**src/rtl/xfiles_seq_pkg.sv**
```systemverilog
// Shared types and field layout for the X-FILES/DANA transaction sequencer.
package xfiles_seq_pkg;

  localparam int TID_W  = 16;
  localparam int ASID_W = 16;
  localparam int NNID_W = 32;
  localparam int DATA_W = 32;

  localparam int FUNCT_WRITE = 0;
  localparam int FUNCT_NEW   = 1;
  localparam int FUNCT_LAST  = 2;

  typedef enum logic [2:0] {
    ST_IDLE,
    ST_SET_ASID,
    ST_NEW_REQ,
    ST_WAIT_TID,
    ST_WRITE,
    ST_READ_REQ,
    ST_READ_WAIT,
    ST_FINISH
  } seq_state_t;

  function automatic logic [6:0] mk_funct(input logic wr, input logic nw, input logic last);
    logic [6:0] f;
    f = 7'd0;
    f[FUNCT_WRITE] = wr;
    f[FUNCT_NEW]   = nw;
    f[FUNCT_LAST]  = last;
    return f;
  endfunction

endpackage

```
**src/rtl/xfiles_txn_sequencer_if.sv**
```systemverilog
// Arbiter core port: command channel, supervisor bit and response channel.
interface xfiles_txn_sequencer_if;
  logic        cmd_valid;
  logic        cmd_ready;
  logic [6:0]  cmd_funct;
  logic [4:0]  cmd_rd;
  logic [63:0] cmd_rs1;
  logic [63:0] cmd_rs2;
  logic        s;
  logic        resp_valid;
  logic        resp_ready;
  logic [63:0] resp_data;

  modport master (
    output cmd_valid, cmd_funct, cmd_rd, cmd_rs1, cmd_rs2, s, resp_ready,
    input  cmd_ready, resp_valid, resp_data
  );

  modport slave (
    input  cmd_valid, cmd_funct, cmd_rd, cmd_rs1, cmd_rs2, s, resp_ready,
    output cmd_ready, resp_valid, resp_data
  );
endinterface

```
**src/rtl/xfiles_seq_outreg.sv**
```systemverilog
// Single-entry valid/ready holding register for output words.
module xfiles_seq_outreg
  import xfiles_seq_pkg::*;
(
  input  logic              clk,
  input  logic              rst,
  input  logic              load,
  input  logic [DATA_W-1:0] load_data,
  input  logic              out_ready,
  output logic              out_valid,
  output logic [DATA_W-1:0] out_data
);

  // Loads only happen while empty, so load never races a consume.
  always_ff @(posedge clk or negedge rst) begin
    if (!rst) begin
      out_valid <= 1'b0;
      out_data  <= '0;
    end else if (load) begin
      out_valid <= 1'b1;
      out_data  <= load_data;
    end else if (out_ready) begin
      out_valid <= 1'b0;
    end
  end

endmodule

```
**src/rtl/xfiles_txn_sequencer.sv**
```systemverilog
// Drives one X-FILES/DANA arbiter port: ASID, new request, input stream, read-back.
// state      | meaning
// IDLE       | waiting for start; late responses drained
// SET_ASID   | supervisor command carrying the ASID
// NEW_REQ    | new write request for the latched NNID
// WAIT_TID   | waiting for the TID response
// WRITE      | input words passed straight through as write commands
// READ_REQ   | issuing one read request
// READ_WAIT  | waiting for the read response (only when output register empty)
// FINISH     | last word handed off, pulse done once it is consumed
module xfiles_txn_sequencer
  import xfiles_seq_pkg::*;
#(
  parameter int MAX_IO       = 64,
  parameter int RESP_TIMEOUT = 4096,
  parameter int RD_REG       = 0,
  localparam int CW          = $clog2(MAX_IO + 1)
) (
  input  logic                      clk,
  input  logic                      rst,
  input  logic                      start,
  input  logic [ASID_W-1:0]         asid,
  input  logic [NNID_W-1:0]         nnid,
  input  logic [CW-1:0]             num_in,
  input  logic [CW-1:0]             num_out,
  input  logic                      in_valid,
  output logic                      in_ready,
  input  logic [DATA_W-1:0]         in_data,
  output logic                      out_valid,
  input  logic                      out_ready,
  output logic [DATA_W-1:0]         out_data,
  xfiles_txn_sequencer_if.master    arb,
  output logic                      busy,
  output logic                      done,
  output logic                      err,
  output logic [TID_W-1:0]          tid
);

  localparam int TW = $clog2(RESP_TIMEOUT + 1);
  localparam logic [TW-1:0] TMR_LOAD = TW'(RESP_TIMEOUT - 1);

  seq_state_t        state;
  logic [ASID_W-1:0] asid_q;
  logic [NNID_W-1:0] nnid_q;
  logic [CW-1:0]     n_in, n_out, wcnt, rcnt;
  logic [TW-1:0]     tmr;
  logic              live;
  logic              cmd_fire, resp_fire, w_last;
  logic              unused_resp_hi;

  assign cmd_fire       = arb.cmd_valid & arb.cmd_ready;
  assign resp_fire      = arb.resp_valid & arb.resp_ready;
  assign w_last         = (wcnt == n_in - CW'(1));
  assign busy           = (state != ST_IDLE);
  assign arb.cmd_rd     = 5'(RD_REG);
  assign unused_resp_hi = ^arb.resp_data[63:32];

  always_comb begin
    arb.cmd_valid  = 1'b0;
    arb.cmd_funct  = 7'd0;
    arb.cmd_rs1    = 64'd0;
    arb.cmd_rs2    = 64'd0;
    arb.s          = 1'b0;
    arb.resp_ready = 1'b0;
    in_ready       = 1'b0;
    case (state)
      ST_IDLE:      arb.resp_ready = live;
      ST_SET_ASID: begin
        arb.cmd_valid = 1'b1;
        arb.s         = 1'b1;
        arb.cmd_rs1   = {48'd0, asid_q};
      end
      ST_NEW_REQ: begin
        arb.cmd_valid = 1'b1;
        arb.cmd_funct = mk_funct(1'b1, 1'b1, 1'b0);
        arb.cmd_rs2   = {32'd0, nnid_q};
      end
      ST_WAIT_TID:  arb.resp_ready = 1'b1;
      ST_WRITE: begin
        arb.cmd_valid = in_valid;
        in_ready      = arb.cmd_ready;
        arb.cmd_funct = mk_funct(1'b1, 1'b0, w_last);
        arb.cmd_rs1   = {48'd0, tid};
        arb.cmd_rs2   = {32'd0, in_data};
      end
      ST_READ_REQ: begin
        arb.cmd_valid = 1'b1;
        arb.cmd_rs1   = {48'd0, tid};
      end
      ST_READ_WAIT: arb.resp_ready = ~out_valid;
      default: ;
    endcase
  end

  always_ff @(posedge clk or negedge rst) begin
    if (!rst) begin
      state  <= ST_IDLE;
      asid_q <= '0;
      nnid_q <= '0;
      n_in   <= '0;
      n_out  <= '0;
      wcnt   <= '0;
      rcnt   <= '0;
      tmr    <= '0;
      tid    <= '0;
      err    <= 1'b0;
      done   <= 1'b0;
      live   <= 1'b0;
    end else begin
      live <= 1'b1;
      done <= 1'b0;
      case (state)
        ST_IDLE: if (start) begin
          asid_q <= asid;
          nnid_q <= nnid;
          n_in   <= (num_in == '0) ? CW'(1) : num_in;
          n_out  <= (num_out == '0) ? CW'(1) : num_out;
          wcnt   <= '0;
          rcnt   <= '0;
          err    <= 1'b0;
          state  <= ST_SET_ASID;
        end
        ST_SET_ASID: if (cmd_fire) state <= ST_NEW_REQ;
        ST_NEW_REQ: if (cmd_fire) begin
          tmr   <= TMR_LOAD;
          state <= ST_WAIT_TID;
        end
        ST_WAIT_TID: begin
          if (resp_fire) begin
            tid   <= arb.resp_data[TID_W-1:0];
            state <= ST_WRITE;
          end else if (tmr == '0) begin
            err   <= 1'b1;
            state <= ST_IDLE;
          end else begin
            tmr <= tmr - TW'(1);
          end
        end
        ST_WRITE: if (cmd_fire) begin
          wcnt <= wcnt + CW'(1);
          if (w_last) state <= ST_READ_REQ;
        end
        ST_READ_REQ: if (cmd_fire) begin
          tmr   <= TMR_LOAD;
          state <= ST_READ_WAIT;
        end
        ST_READ_WAIT: begin
          if (resp_fire) begin
            rcnt  <= rcnt + CW'(1);
            state <= (rcnt + CW'(1) == n_out) ? ST_FINISH : ST_READ_REQ;
          end else if (tmr == '0) begin
            err   <= 1'b1;
            state <= ST_IDLE;
          end else begin
            tmr <= tmr - TW'(1);
          end
        end
        ST_FINISH: if (!out_valid) begin
          done  <= 1'b1;
          state <= ST_IDLE;
        end
        default: state <= ST_IDLE;
      endcase
    end
  end

  xfiles_seq_outreg u_outreg (
    .clk       (clk),
    .rst       (rst),
    .load      ((state == ST_READ_WAIT) && resp_fire),
    .load_data (arb.resp_data[DATA_W-1:0]),
    .out_ready (out_ready),
    .out_valid (out_valid),
    .out_data  (out_data)
  );

endmodule

```
**src/flat_wrapper.sv**
```systemverilog
// flat-port wrapper written by rule: the top's interface ports become plain ports
module xfiles_txn_sequencer_flat import xfiles_seq_pkg::*;
#(
  parameter int MAX_IO       = 64,
  parameter int RESP_TIMEOUT = 4096,
  parameter int RD_REG       = 0,
  localparam int CW          = $clog2(MAX_IO + 1)
)
  (clk, rst, start, asid, nnid, num_in, num_out, in_valid, in_ready, in_data, out_valid, out_ready, out_data, busy, done, err, tid, arb_cmd_valid, arb_cmd_funct, arb_cmd_rd, arb_cmd_rs1, arb_cmd_rs2, arb_s, arb_resp_ready, arb_cmd_ready, arb_resp_valid, arb_resp_data);
  xfiles_txn_sequencer_if arb_i ();
  input  logic clk;
  input  logic rst;
  input  logic start;
  input  logic [ASID_W-1:0] asid;
  input  logic [NNID_W-1:0] nnid;
  input  logic [CW-1:0] num_in;
  input  logic [CW-1:0] num_out;
  input  logic in_valid;
  output logic in_ready;
  input  logic [DATA_W-1:0] in_data;
  output logic out_valid;
  input  logic out_ready;
  output logic [DATA_W-1:0] out_data;
  output logic busy;
  output logic done;
  output logic err;
  output logic [TID_W-1:0] tid;
  output wire logic [$bits(arb_i.cmd_valid)-1:0] arb_cmd_valid;
  output wire logic [$bits(arb_i.cmd_funct)-1:0] arb_cmd_funct;
  output wire logic [$bits(arb_i.cmd_rd)-1:0] arb_cmd_rd;
  output wire logic [$bits(arb_i.cmd_rs1)-1:0] arb_cmd_rs1;
  output wire logic [$bits(arb_i.cmd_rs2)-1:0] arb_cmd_rs2;
  output wire logic [$bits(arb_i.s)-1:0] arb_s;
  output wire logic [$bits(arb_i.resp_ready)-1:0] arb_resp_ready;
  input wire logic [$bits(arb_i.cmd_ready)-1:0] arb_cmd_ready;
  input wire logic [$bits(arb_i.resp_valid)-1:0] arb_resp_valid;
  input wire logic [$bits(arb_i.resp_data)-1:0] arb_resp_data;
  assign arb_cmd_valid = arb_i.cmd_valid;
  assign arb_cmd_funct = arb_i.cmd_funct;
  assign arb_cmd_rd = arb_i.cmd_rd;
  assign arb_cmd_rs1 = arb_i.cmd_rs1;
  assign arb_cmd_rs2 = arb_i.cmd_rs2;
  assign arb_s = arb_i.s;
  assign arb_resp_ready = arb_i.resp_ready;
  assign arb_i.cmd_ready = arb_cmd_ready;
  assign arb_i.resp_valid = arb_resp_valid;
  assign arb_i.resp_data = arb_resp_data;
  xfiles_txn_sequencer #(.MAX_IO(MAX_IO), .RESP_TIMEOUT(RESP_TIMEOUT), .RD_REG(RD_REG)) u_core (.clk(clk), .rst(rst), .start(start), .asid(asid), .nnid(nnid), .num_in(num_in), .num_out(num_out), .in_valid(in_valid), .in_ready(in_ready), .in_data(in_data), .out_valid(out_valid), .out_ready(out_ready), .out_data(out_data), .arb(arb_i), .busy(busy), .done(done), .err(err), .tid(tid));
endmodule
```
**config.mk**
```make
export PLATFORM = sky130hd
export DESIGN_NAME = xfiles_txn_sequencer_flat
export DESIGN_NICKNAME = d
export VERILOG_FILES = /design/src/rtl/xfiles_seq_pkg.sv /design/src/rtl/xfiles_txn_sequencer_if.sv /design/src/rtl/xfiles_seq_outreg.sv /design/src/rtl/xfiles_txn_sequencer.sv /design/src/flat_wrapper.sv
export SDC_FILE = /design/constraint.sdc
export NUM_CORES = 1
export LEC_CHECK = 0
export ABC_AREA = 1
export ABC_CLOCK_PERIOD_IN_PS = 3700
export CAP_MARGIN = 20
export CORE_AREA = 2 2 138 140
export CTS_CLUSTER_DIAMETER = 150
export DETAILED_ROUTE_END_ITERATION = 6
export DIE_AREA = 0 0 140 142
export PLACE_DENSITY_LB_ADDON = 0.15
export SYNTH_ARGS = -nofsm -noshare
export SYNTH_HDL_FRONTEND = slang
export SYNTH_SLANG_ARGS = --single-unit
```
**constraint.sdc**
```tcl
create_clock -name clk -period 3.7 [get_ports clk]
set_input_delay 1.11 -clock clk [delete_from_list [all_inputs] [get_ports clk]]
set_output_delay 1.11 -clock clk [all_outputs]
set_load 0.005 [all_outputs]
```
Word-level counts from Yosys, hierarchy flattened
Cells that the tools add are included.
- bits in registers: 144
- input port bits: 165
- output and inout port bits: 196
- logic and storage cells: 102
- add/subtract/negate cells: 4
- equality and inequality tests: 21
- multiplexer cells: 38
- bitwise operators: 3
- reductions and logical operators: 22
- operators by type and width (operator ; count):
    one-hot mux 32 bit (2 select lines) ; 1
    two-way mux 13 bit ; 3
    two-way mux 7 bit ; 5
    one-hot mux 16 bit (2 select lines) ; 1
    two-way mux 3 bit ; 10
    one-hot mux 7 bit (2 select lines) ; 2
    one-hot mux 13 bit (2 select lines) ; 1
    one-hot mux 3 bit (8 select lines) ; 1
    != test 2 x 1 -> 1 bit (second input constant) ; 8
    adder 7 x 1 -> 7 bit (second input constant) ; 2
    == test 7 bit ; 2
    zero test 7 bit ; 2
    zero test 13 bit ; 1
    subtractor 13 x 1 -> 13 bit (second input constant) ; 1
    == test 3 bit (second input constant) ; 4
    nonzero test 2 bit ; 5
    two-way mux 1 bit ; 9
    != test 2 bit (second input constant) ; 4
    AND reduction 4 bit ; 2
    AND reduction 7 bit ; 1
    subtractor 7 x 1 -> 7 bit (second input constant) ; 1
    == test 3 x 2 -> 1 bit (second input constant) ; 2
    one-hot mux 3 bit (2 select lines) ; 1
    AND reduction 3 bit ; 2
    12 further kinds ; 17

Depth between registers and ports, before layout
Gate-level depths: netlist (run 1).
- word-level depth: 6
- gate-level depth with buffers: 15
- mapped depth without buffers: 15

Modules after synthesis
Synthesis (run 1) repeated with hierarchy kept, for this count alone.
- cells, all modules: 990
- area total of the unflattened synthesis: 7961.4 µm²
- by module, submodules not included (module ; instances ; cells an instance ; area each (µm²) ; seq. area each (µm²)):
    xfiles_txn_sequencer ; 1 ; 850 ; 6635.1 ; 2777.7
    xfiles_seq_outreg ; 1 ; 140 ; 1326.3 ; 825.8

Worst setup path after synthesis (run 1)
Ideal clock, no wire load.
- kind: register to output
- start: register u_core.state[1]
- end: output arb_cmd_rs1[10]
- arrival time: 1529 ps
- data required time: 2590 ps
- setup slack: 1061 ps
- stages on the path, launching flop included: 8
- path buffers: 1
- path through: dfrtp_1 -> inv_2 -> nand2_2 -> nor2_4 -> inv_1 -> nand2_1 -> clkbuf_1 -> a22o_1
- word-level cells in the longest chain between the ends: 3
- elaborated cells between the ends (all ways): 5
- classes of those cells: eq/ne (3); mux (1); reduce/logical (1)
- RTL lines (element ; line ; source):
    start: declaration ; xfiles_txn_sequencer.sv:42 ; seq_state_t state;
    start signal: assignment ; xfiles_txn_sequencer.sv:150 ; state <= (rcnt + CW'(1) == n_out) ? ST_FINISH : ST_READ_REQ;
    == test 3 bit ; xfiles_txn_sequencer.sv:66 ; case (state)
    OR reduction 2 bit (no source line) ; -- ;
    one-hot mux 16 bit (2 select lines) (*) ; xfiles_txn_sequencer.sv:66 ;
    end: declaration ; flat_wrapper.sv:31 ; output wire logic [$bits(arb_i.cmd_rs1)-1:0] arb_cmd_rs1;
Every way passes the cells marked *; elsewhere a longest branch is shown, timed or not.

Worst setup path after layout (run 1)
- start: register u_core.n_in[0]
- end: output arb_cmd_funct[2]
- word-level cells in the longest chain between the ends: 3
- RTL lines (element ; line ; source):
    start: declaration ; xfiles_txn_sequencer.sv:45 ; logic [CW-1:0] n_in, n_out, wcnt, rcnt;
    start signal: assignment ; xfiles_txn_sequencer.sv:116 ; n_in <= (num_in == '0) ? CW'(1) : num_in;
    subtractor 7 x 1 -> 7 bit ; xfiles_txn_sequencer.sv:53 ; assign w_last = (wcnt == n_in - CW'(1));
    == test 7 bit ; xfiles_txn_sequencer.sv:53 ;
    one-hot mux 3 bit (2 select lines) ; xfiles_txn_sequencer.sv:66 ;
    end: declaration ; flat_wrapper.sv:29 ; output wire logic [$bits(arb_i.cmd_funct)-1:0] arb_cmd_funct;
No other way between the ends.

==> impl_metrics.json, run 1 <==
{
  "status": "complete, but fails checks",
  "violations": "DRC",
  "detailed_place.area_mm2": 0.0100,
  "skew_ns": 0.00787,
  "hold_viol": 0,
  "grt_setup_unrepaired": "no",
  "cpPeakStageDelay_ns": 0.50,
  "cts_tree": "yes",
  "synth_area_leaders": "dfrtp_1 47%, nand2_1 14%, buf_4 8.7%",
  "initial_core_util_pct": 41.7,
  "crit_type": "flop to output pin",
  "ys_ff_latch": 144,
  "max_freq_ghz": 0.287,
  "setup_violations": 0,
  "post-dp-hpwl_um": 15200,
  "io_buffers": 239,
  "grt_pass1_vias": 6283,
  "antenna_found_initial": 0,
  "cap_viol_max_count": 0,
  "finalSetupTns_ns": 0,
  "fin_crit_ns": 3.48,
  "route.detailed.drc": 14,
  "crit_required_ns": 2.59,
  "critical_path_arrival_ns": 2.37,
  "ioPinCount": 361,
  "routed_via_density": 4.60,
  "yosys_most_used_dff": "dfrtp_1",
  "synth_cell_types": 43,
  "yosys_warnings": 0,
  "gp_congestion": 0.795,
  "slew_violations": 0,
  "synth.most_common_cell": "nand2_1",
  "grt_pass1_wl_um": 32900,
  "gr-usage-all-layers_pct": 21.2,
  "syn_to_final_growth_pct": 38.6,
  "dpl.cell_count": 1369,
  "crit_slowest_cell": "clkdlybuf4s50_1",
  "synth_edf_count": 0,
  "syn-cell-area_mm2": 0.00770,
  "layout.cells.non_filler": 1401,
  "period_share_pct": 94.0,
  "maxSlewHeadroom_pct": 66.1,
  "critical_path.cell_chain": "inv_1 -> ha_1 -> nand2_1 -> nor2_2 -> nand3_1 -> nand2_1 -> inv_1 -> nor2_1 -> nand2_1 -> nor2_1 -> clkdlybuf4s50_1",
  "antenna_left": 0,
  "hold_class": "flop to flop",
  "post-cts-setup-buffers": 0,
  "peakVddDrop_uv": 413,
  "synth_top_area_share_pct": 46.8,
  "hold_slack_ns": 0.481,
  "grt-ovfl-total": 0,
  "seq_area_frac_synth_pct": 46.8,
  "clk_pin_slew_ns": 0.06,
  "path_max_fanout": 3,
  "yosys.area.top_type": "dfrtp_1",
  "die_x_um": 140,
  "cp_top_family": "simple AND/OR/NAND/NOR gates",
  "htreeDepth": 4,
  "n_antenna_cell": 0,
  "clock_sinks": 144,
  "drt-pass1-iter-count": 7,
  "vias": 6441,
  "final_area_mm2": 0.0107,
  "p_per_area_mw_per_mm2": 697,
  "cts_made_buffers": 17,
  "cp_common_cell": "nand2_1",
  "p_leak_uw": 0.00527,
  "critPathBufInv": 3,
  "first_iter_violations": 289,
  "fin_nets": 1323,
  "tightest_slew_ns": 0.508,
  "coreArea_mm2": 0.0185,
  "clock_latency_ns": 0.43,
  "clockBufferDepth": 2,
  "drive_gt1_share_pct": 7.71,
  "netlist_instances": 918,
  "start_kind": "flop",
  "fillers": 1672,
  "crit_path_end_kind": "output pin",
  "grt_max_degree": 59,
  "synthTopCellsByCount": "290 x nand2_1, 144 x dfrtp_1, 89 x buf_4",
  "cts-root-buf": "clkbuf_16",
  "routedWlPerCell_um": 14.9,
  "drt-total-wl_um": 20800,
  "rows": 50,
  "synthArstFlopShare_pct": 100,
  "die_area_mm2": 0.0199,
  "avgSynthCellArea_um2": 8.39,
  "die_y_um": 142
}
==> kinds of logic (layout without fill, tap and decap cells) <==
kind of cell | count (synthesis) | after routing | synth area share [%]
simple gates | 405 | 405 | 21.9
buf+inv | 205 | 366 | 14.7
flops | 144 | 144 | 46.8
compound gates | 129 | 129 | 11.2
mux | 16 | 16 | 2.92
xor+xnor | 13 | 13 | 1.66
fa+ha+maj | 4 | 4 | 0.650
other cells | 2 | 90 | 0.0975
==> tightest hold or removal path: cells and delay by family, from the launching register on <==
family | cells | cell delay, ns
flops | 1 | 0.34
simple gates | 2 | 0.11
==> per-layer routing <==
metal	share of wire (%)	GRT usage [%]	vias to the layer above
met2	48	34.9	213
met4	1.6	7.07	0
met5	0	0	-
met1	42	26.1	2959
li1	-	-	3246
met3	8.0	7.47	23
==> state kept, by name (all words and copies together), names as in the netlist <==
name                       flops
u_core.wcnt                    7
u_core.nnid_q                 32
u_core.u_outreg.out_data      32
u_core.asid_q                 16
u_core.state                   3
u_core.n_in                    7
u_core.err                     1
u_core.rcnt                    7
u_core.u_outreg.out_valid      1
u_core.n_out                   7
u_core.tid                    16
u_core.done                    1
u_core.live                    1
u_core.tmr                    13
==> cells in the final DEF, fill, tap and decap left out, types with 2 or more instances in the layout <==
cell type and instances:
conb_1 90, buf_12 2, nand2_2 9, a21oi_1 8, nand3_2 2, clkinv_4 5
o21ai_0 41, nand3_1 39, or2_2 2, xnor2_1 5, a21oi_2 2, dfrtp_1 144
clkdlybuf4s50_1 238, nor4_1 3, clkbuf_8 2, o31ai_1 3, nor2_2 4, buf_4 10
ha_1 4, inv_2 9, inv_6 4, nand2_1 289, inv_1 72, o21ai_1 18
a22oi_1 2, xor2_1 7, nand4_1 9, o22ai_1 3, nor2_4 2, a22o_1 48
clkbuf_16 17, mux2_1 4, nor3_1 3, bufinv_16 4, nor2_1 40, mux2_4 12
==> final cells by class <==
cell class	instances	area [um2]	share of cell area [%]
flip-flops and latches	144	3600	33.8
multi-input cells	657	3300	30.9
repair buffers	251	2510	23.5
clock buffers	19	453	4.24
inverters	83	317	2.97
well taps	234	293	2.74
clock inverters	13	201	1.89
==> per-stage QoR <==
| step | total power [uW] | worst slack, ns | utilization, % |
|---|---|---|---|
| finish | 7440 | 0.221 | 57.8 |
| global route | 7990 | 0.00188 | 57.8 |
| floorplan | 4180 | 1.06 | - |
| CTS | 7520 | 0.159 | 57.8 |
| detailed placement | 5570 | 0.331 | 54.3 |
| global placement | 5530 | 0.324 | 54.3 |
==> what timing repair did <==
item / CTS / global route
hold endpoints to repair: 0 / 0
setup endpoints to repair: 0 / 1
gates resized for setup: 0 / 1
hold buffers: 0 / 0
==> power by group <==
group	switching, uW	internal (uW)	total, uW	leakage (uW)
Clock	714	1180	1900	0.000321
Sequential	456	2180	2630	0.00184
Combinational	1420	1500	2910	0.00312
Total	2590	4850	7440	0.00527
==> final timing paths <==
kind,startpoint,cells past startpoint,slack [ns],end
worst min-delay path,u_core.nnid_q[14]$_DFFE_PN0P_,2,0.48,u_core.nnid_q[14]$_DFFE_PN0P_
worst max-delay path,u_core.n_in[0]$_DFFE_PN0P_,11,0.22,arb_cmd_funct[2]
worst min register to register,u_core.nnid_q[14]$_DFFE_PN0P_,2,0.48,u_core.nnid_q[14]$_DFFE_PN0P_
min in group asynchronous,rst,1,0.62,u_core.rcnt[1]$_DFFE_PN0P_
max in group asynchronous,rst,2,2.17,u_core.n_in[2]$_DFFE_PN0P_
worst max register to register,u_core.state[1]$_DFFE_PN0P_,13,1.36,u_core.tmr[9]$_DFFE_PN0P_
Note: power is estimated with default switching activity, not from simulation.
==> run 2, diff against run 1 <==
SKIP_CTS_REPAIR_TIMING = 1   (was default)
==> results of run 2 <==
No change in the layout: final DEF, timing and power equal those of run 1.
==> run 3, diff against run 2 <==
ABC_CLOCK_PERIOD_IN_PS = 3850   (was 3700)
CORE_AREA = 2 2 139 141   (was 2 2 138 140)
DIE_AREA = 0 0 141 143   (was 0 0 140 142)
clock period = 3.85 ns   (was 3.7 ns; I/O delays follow)
==> run 3 against run 2 <==
  * The run now ends clean
  * Count of clock-buffer cells in the layout rose by 1
  * Setup slack improved by 0.052 ns
  * Highest routed layer unchanged
  * Power fell by 6.4%
  * Wire length rose by 2.0%
  * Design area fell by 0.68%
  * Critical endpoint unchanged
  * Global-route usage fell by 0.22 points
  * Largest cell class unchanged
==> impl_metrics.json, run 3 (synthesized netlist as in run 1, its figures left out) <==
{
  "status": "complete, no violations",
  "rows": 50,
  "clockBufferDepth": 2,
  "htreeDepth": 4,
  "top_layer": "met4",
  "grt_pass1_vias": 6238,
  "die_x_um": 141,
  "wl_met3_um": 1600,
  "detailed_place.area_mm2": 0.0100,
  "n_antenna_cell": 0,
  "crit_type": "flop to output pin",
  "switching_share_pct": 35.8,
  "maxSlewHeadroom_pct": 51.8,
  "fin_nets": 1322,
  "path_max_fanout": 3,
  "drt-pass1-iter-count": 4,
  "seq_power_share_pct": 36.3,
  "finalSetupTns_ns": 0,
  "layout.cells.non_filler": 1400,
  "ff2ff_setup_slack_ns": 1.54,
  "first_iter_violations": 248,
  "fillers": 1737,
  "routed_via_density": 4.64,
  "cap_viol_max_count": 0,
  "clk_pin_slew_ns": 0.06,
  "grt_setup_unrepaired": "no",
  "critical_path_arrival_ns": 2.42,
  "post-dp-hpwl_um": 15400,
  "skew_ns": 0.00890,
  "peakVddDrop_uv": 304,
  "hold_viol": 0,
  "power.switching_uw": 2500,
  "comb_power_share_pct": 40.4,
  "grt_max_degree": 76,
  "die_area_mm2": 0.0202,
  "antenna_left": 0,
  "gp_congestion": 0.823,
  "max_freq_ghz": 0.280,
  "p_int_uw": 4470,
  "syn_to_final_growth_pct": 37.7,
  "antenna_found_initial": 0,
  "die_y_um": 143,
  "clock_sinks": 144,
  "p_leak_uw": 0.00523,
  "setup_violations": 0,
  "fin_crit_ns": 3.58,
  "slew_violations": 0,
  "grt-ovfl-total": 0,
  "clockPowerShare_pct": 23.4,
  "cts_tree": "yes",
  "route.detailed.drc": 0,
  "ioPinCount": 361,
  "tightest_slew_ns": 0.722,
  "io_buffers": 239,
  "gr-usage-all-layers_pct": 21.0,
  "hold_class": "flop to flop",
  "vias": 6500,
  "met1_length_um": 9190,
  "final_cell_mix": "289 x nand2_1, 238 x clkdlybuf4s50_1, 144 x dfrtp_1",
  "biggestRegsByFlops": "u_core.nnid_q (32), u_core.u_outreg.out_data (32)",
  "drive_gt1_share_pct": 7.46,
  "final_area_mm2": 0.0106,
  "routedWlPerCell_um": 15.2,
  "grt_pass1_wl_um": 32900,
  "cts-root-buf": "clkbuf_16",
  "dpl.cell_count": 1368,
  "crit_path_end_kind": "output pin",
  "p_per_area_mw_per_mm2": 657,
  "initial_core_util_pct": 41.5,
  "start_kind": "flop",
  "hold_slack_ns": 0.450,
  "cts_made_buffers": 17,
  "crit_required_ns": 2.69,
  "period_share_pct": 92.9,
  "coreArea_mm2": 0.0186,
  "route.met2.wl_um": 10300,
  "clock_latency_ns": 0.42,
  "drt-total-wl_um": 21200,
  "final_common_cell": "nand2_1"
}
[run 3: layout make-up]
type                            instances  area [um2]  area share, %
Sequential cell                       144        3600           34.0
Multi-Input combinational cell        657        3300           31.1
Timing Repair Buffer                  250        2510           23.7
Clock buffer                           20         457           4.31
Inverter                               83         317           2.99
Tap cell                              234         293           2.76
Clock inverter                         12         123           1.16
[run 3: worst max-delay path, cell delays in order (launching register included)]
cell	delay, ns
dfrtp_1	0.39
inv_1	0.10
ha_1	0.19
nand2_1	0.10
nor2_1	0.21
nand2_1	0.08
nand2_1	0.07
nand2_1	0.04
nor2_1	0.16
nand2_1	0.08
nor2_1	0.09
clkdlybuf4s50_1	0.50
[run 3: power by group through the flow]
stage	Clock [uW]	Sequential (uW)	Combinational, uW
4_1_cts	1660	2530	2840
6_report	1630	2530	2810
3_3_place_gp	0	2540	2790
5_1_grt	1730	2600	3130
2_1_floorplan	0	2430	1590
3_5_place_dp	0	2540	2830
[run 3: worst paths after layout]
kind | depth (start not counted) | endpoint | start
min in group asynchronous | 1 | u_core.state[0]$_DFFE_PN0P_ | rst
min | 1 | u_core.done$_DFF_PN0_ | u_core.u_outreg.out_valid$_DFFE_PN0P_
max reg2reg | 12 | u_core.rcnt[0]$_DFFE_PN0P_ | u_core.state[0]$_DFFE_PN0P_
max | 11 | arb_cmd_funct[2] | u_core.n_in[0]$_DFFE_PN0P_
max in group asynchronous | 2 | u_core.nnid_q[4]$_DFFE_PN0P_ | rst
min reg2reg | 1 | u_core.done$_DFF_PN0_ | u_core.u_outreg.out_valid$_DFFE_PN0P_
[run 3: routing by layer]
layer,vias up,global-route usage [%]
met4,0,4.00
met3,11,7.95
li1,3247,-
met1,3055,26.8
met5,-,0
met2,187,34.5
[run 3: metrics by stage]
step | total power [uW] | setup WS, ns | util (%)
after floorplan | 4020 | 1.17 | -
after global placement | 5320 | 0.385 | 53.9
after detailed placement | 5360 | 0.390 | 53.9
after CTS | 7040 | 0.252 | 57.1
after global routing | 7460 | 0.0382 | 57.1
final | 6970 | 0.273 | 57.1
==> RTL edit, RTL diff (flow settings as in run 1) <==
Make the reset (`rst`) synchronous in 2 clocked blocks.
--- a/src/rtl/xfiles_seq_outreg.sv
+++ b/src/rtl/xfiles_seq_outreg.sv
@@ -12,7 +12,7 @@
 );
 
   // Loads only happen while empty, so load never races a consume.
-  always_ff @(posedge clk or negedge rst) begin
+  always_ff @(posedge clk) begin
     if (!rst) begin
       out_valid <= 1'b0;
       out_data  <= '0;
--- a/src/rtl/xfiles_txn_sequencer.sv
+++ b/src/rtl/xfiles_txn_sequencer.sv
@@ -92,7 +92,7 @@
     endcase
   end
 
-  always_ff @(posedge clk or negedge rst) begin
+  always_ff @(posedge clk) begin
     if (!rst) begin
       state  <= ST_IDLE;
       asid_q <= '0;
Check against the original RTL: differs if rst is asserted again (counterexample within 4 cycles, from zero or initial values and one cycle with rst low); with rst held inactive, the same outputs for 4 cycles.
==> RTL edit against run 1 <==
The run still ends with DRC left; power shrank 15%; synthesized area fell by 3.6%; worst hold slack worse by 0.034 ns; cell count up 8.9%; design area decreased by 4.0%; combinational power fell by 11%; register-to-register slack hardly changed; routed wire length rose by 2.0%; worst setup slack lost 0.074 ns; sequential cell count stayed put; largest cell class is now multi-input gates; highest routed layer unchanged.
==> RTL edit: results (changes against run 1) <==
status=finished, violations left; failing checks=DRC; Layout Cells excl Fill=1526 (+8.9%); cell family with the largest share of critical-path delay=buffers and inverters; buffering overhead=24.45% (+0.95 points); post-route DRC violation count=46 (+32); Fin Hold WS=0.4475 ns (-0.03375 ns); synth cell count leaders=nand2_1 (214), dfxtp_1 (144), a21oi_1 (125), inv_1 (118), o21ai_0 (117); Arrival @ worst endpoint=2.44 ns (+0.07 ns); Tcrit/Tclk final=96.01% (+2.0 points); #MultiIn Comb=735 (+12%); ANT cells=1 (+1); Seq cells=144 (unchanged); worst slew pin tran=0.8361 ns (+0.3282 ns); Pleak=4.036 nW (-23%); fillers=1784 (+6.7%); peak supply drop=335.6 uV (-19%); largest net degree at the start of global routing=69 (+17%); R2R depth=10 (-3); Synth async-reset ratio=0% (-100 points); Critical path origin=u_core.state[0]; Reg2Reg Capture Point=u_core.tmr[12]; Synth cell types=39 (-9.3%); XOR/XNOR Fraction of Synth Area=0.5895% (-1.1 points); complex-gate fraction of the synthesized area=19.77% (+8.6 points); Worst Setup EP=arb_cmd_rs1[11]; final net count=1448 (+9.4%); clk tree area frac=5.729% (-0.40 points); Routed WL=21230 microns (+2.0%); 1st-iter DRT viols=331 (+15%); Via Count=7134 (+11%); initial antenna violation count=1 (+1)
[RTL edit: per-layer routing]
metal  up-vias  share of wire (%)  GRT usage, %
met5         -                  0             0
met3        32                7.9         7.806
met2       233                 49         37.46
li1       3679                  -             -
met1      3190                 41         24.37
met4         0                1.9         6.114
[RTL edit: power groups by stage]
stage	registers, mW	logic (mW)	clock network (mW)
after floorplan	2.01	1.71	0
after global placement	2.04	2.55	0
after detailed placement	2.05	2.58	0
after CTS	2.02	2.59	1.78
after global routing	2.06	2.92	1.84
final	2.02	2.60	1.74
[RTL edit: worst min-delay path by stage]
stage / start / endpoint / cells after the start
6_report: u_core.nnid_q[30] / u_core.nnid_q[30] / 2
5_1_grt: u_core.nnid_q[29] / u_core.nnid_q[29] / 2
4_1_cts: u_core.nnid_q[29] / u_core.nnid_q[29] / 2
3_5_place_dp: u_core.nnid_q[29] / u_core.nnid_q[29] / 2
3_3_place_gp: u_core.nnid_q[30] / u_core.nnid_q[30] / 2
2_1_floorplan: u_core.nnid_q[0] / u_core.nnid_q[0] / 2
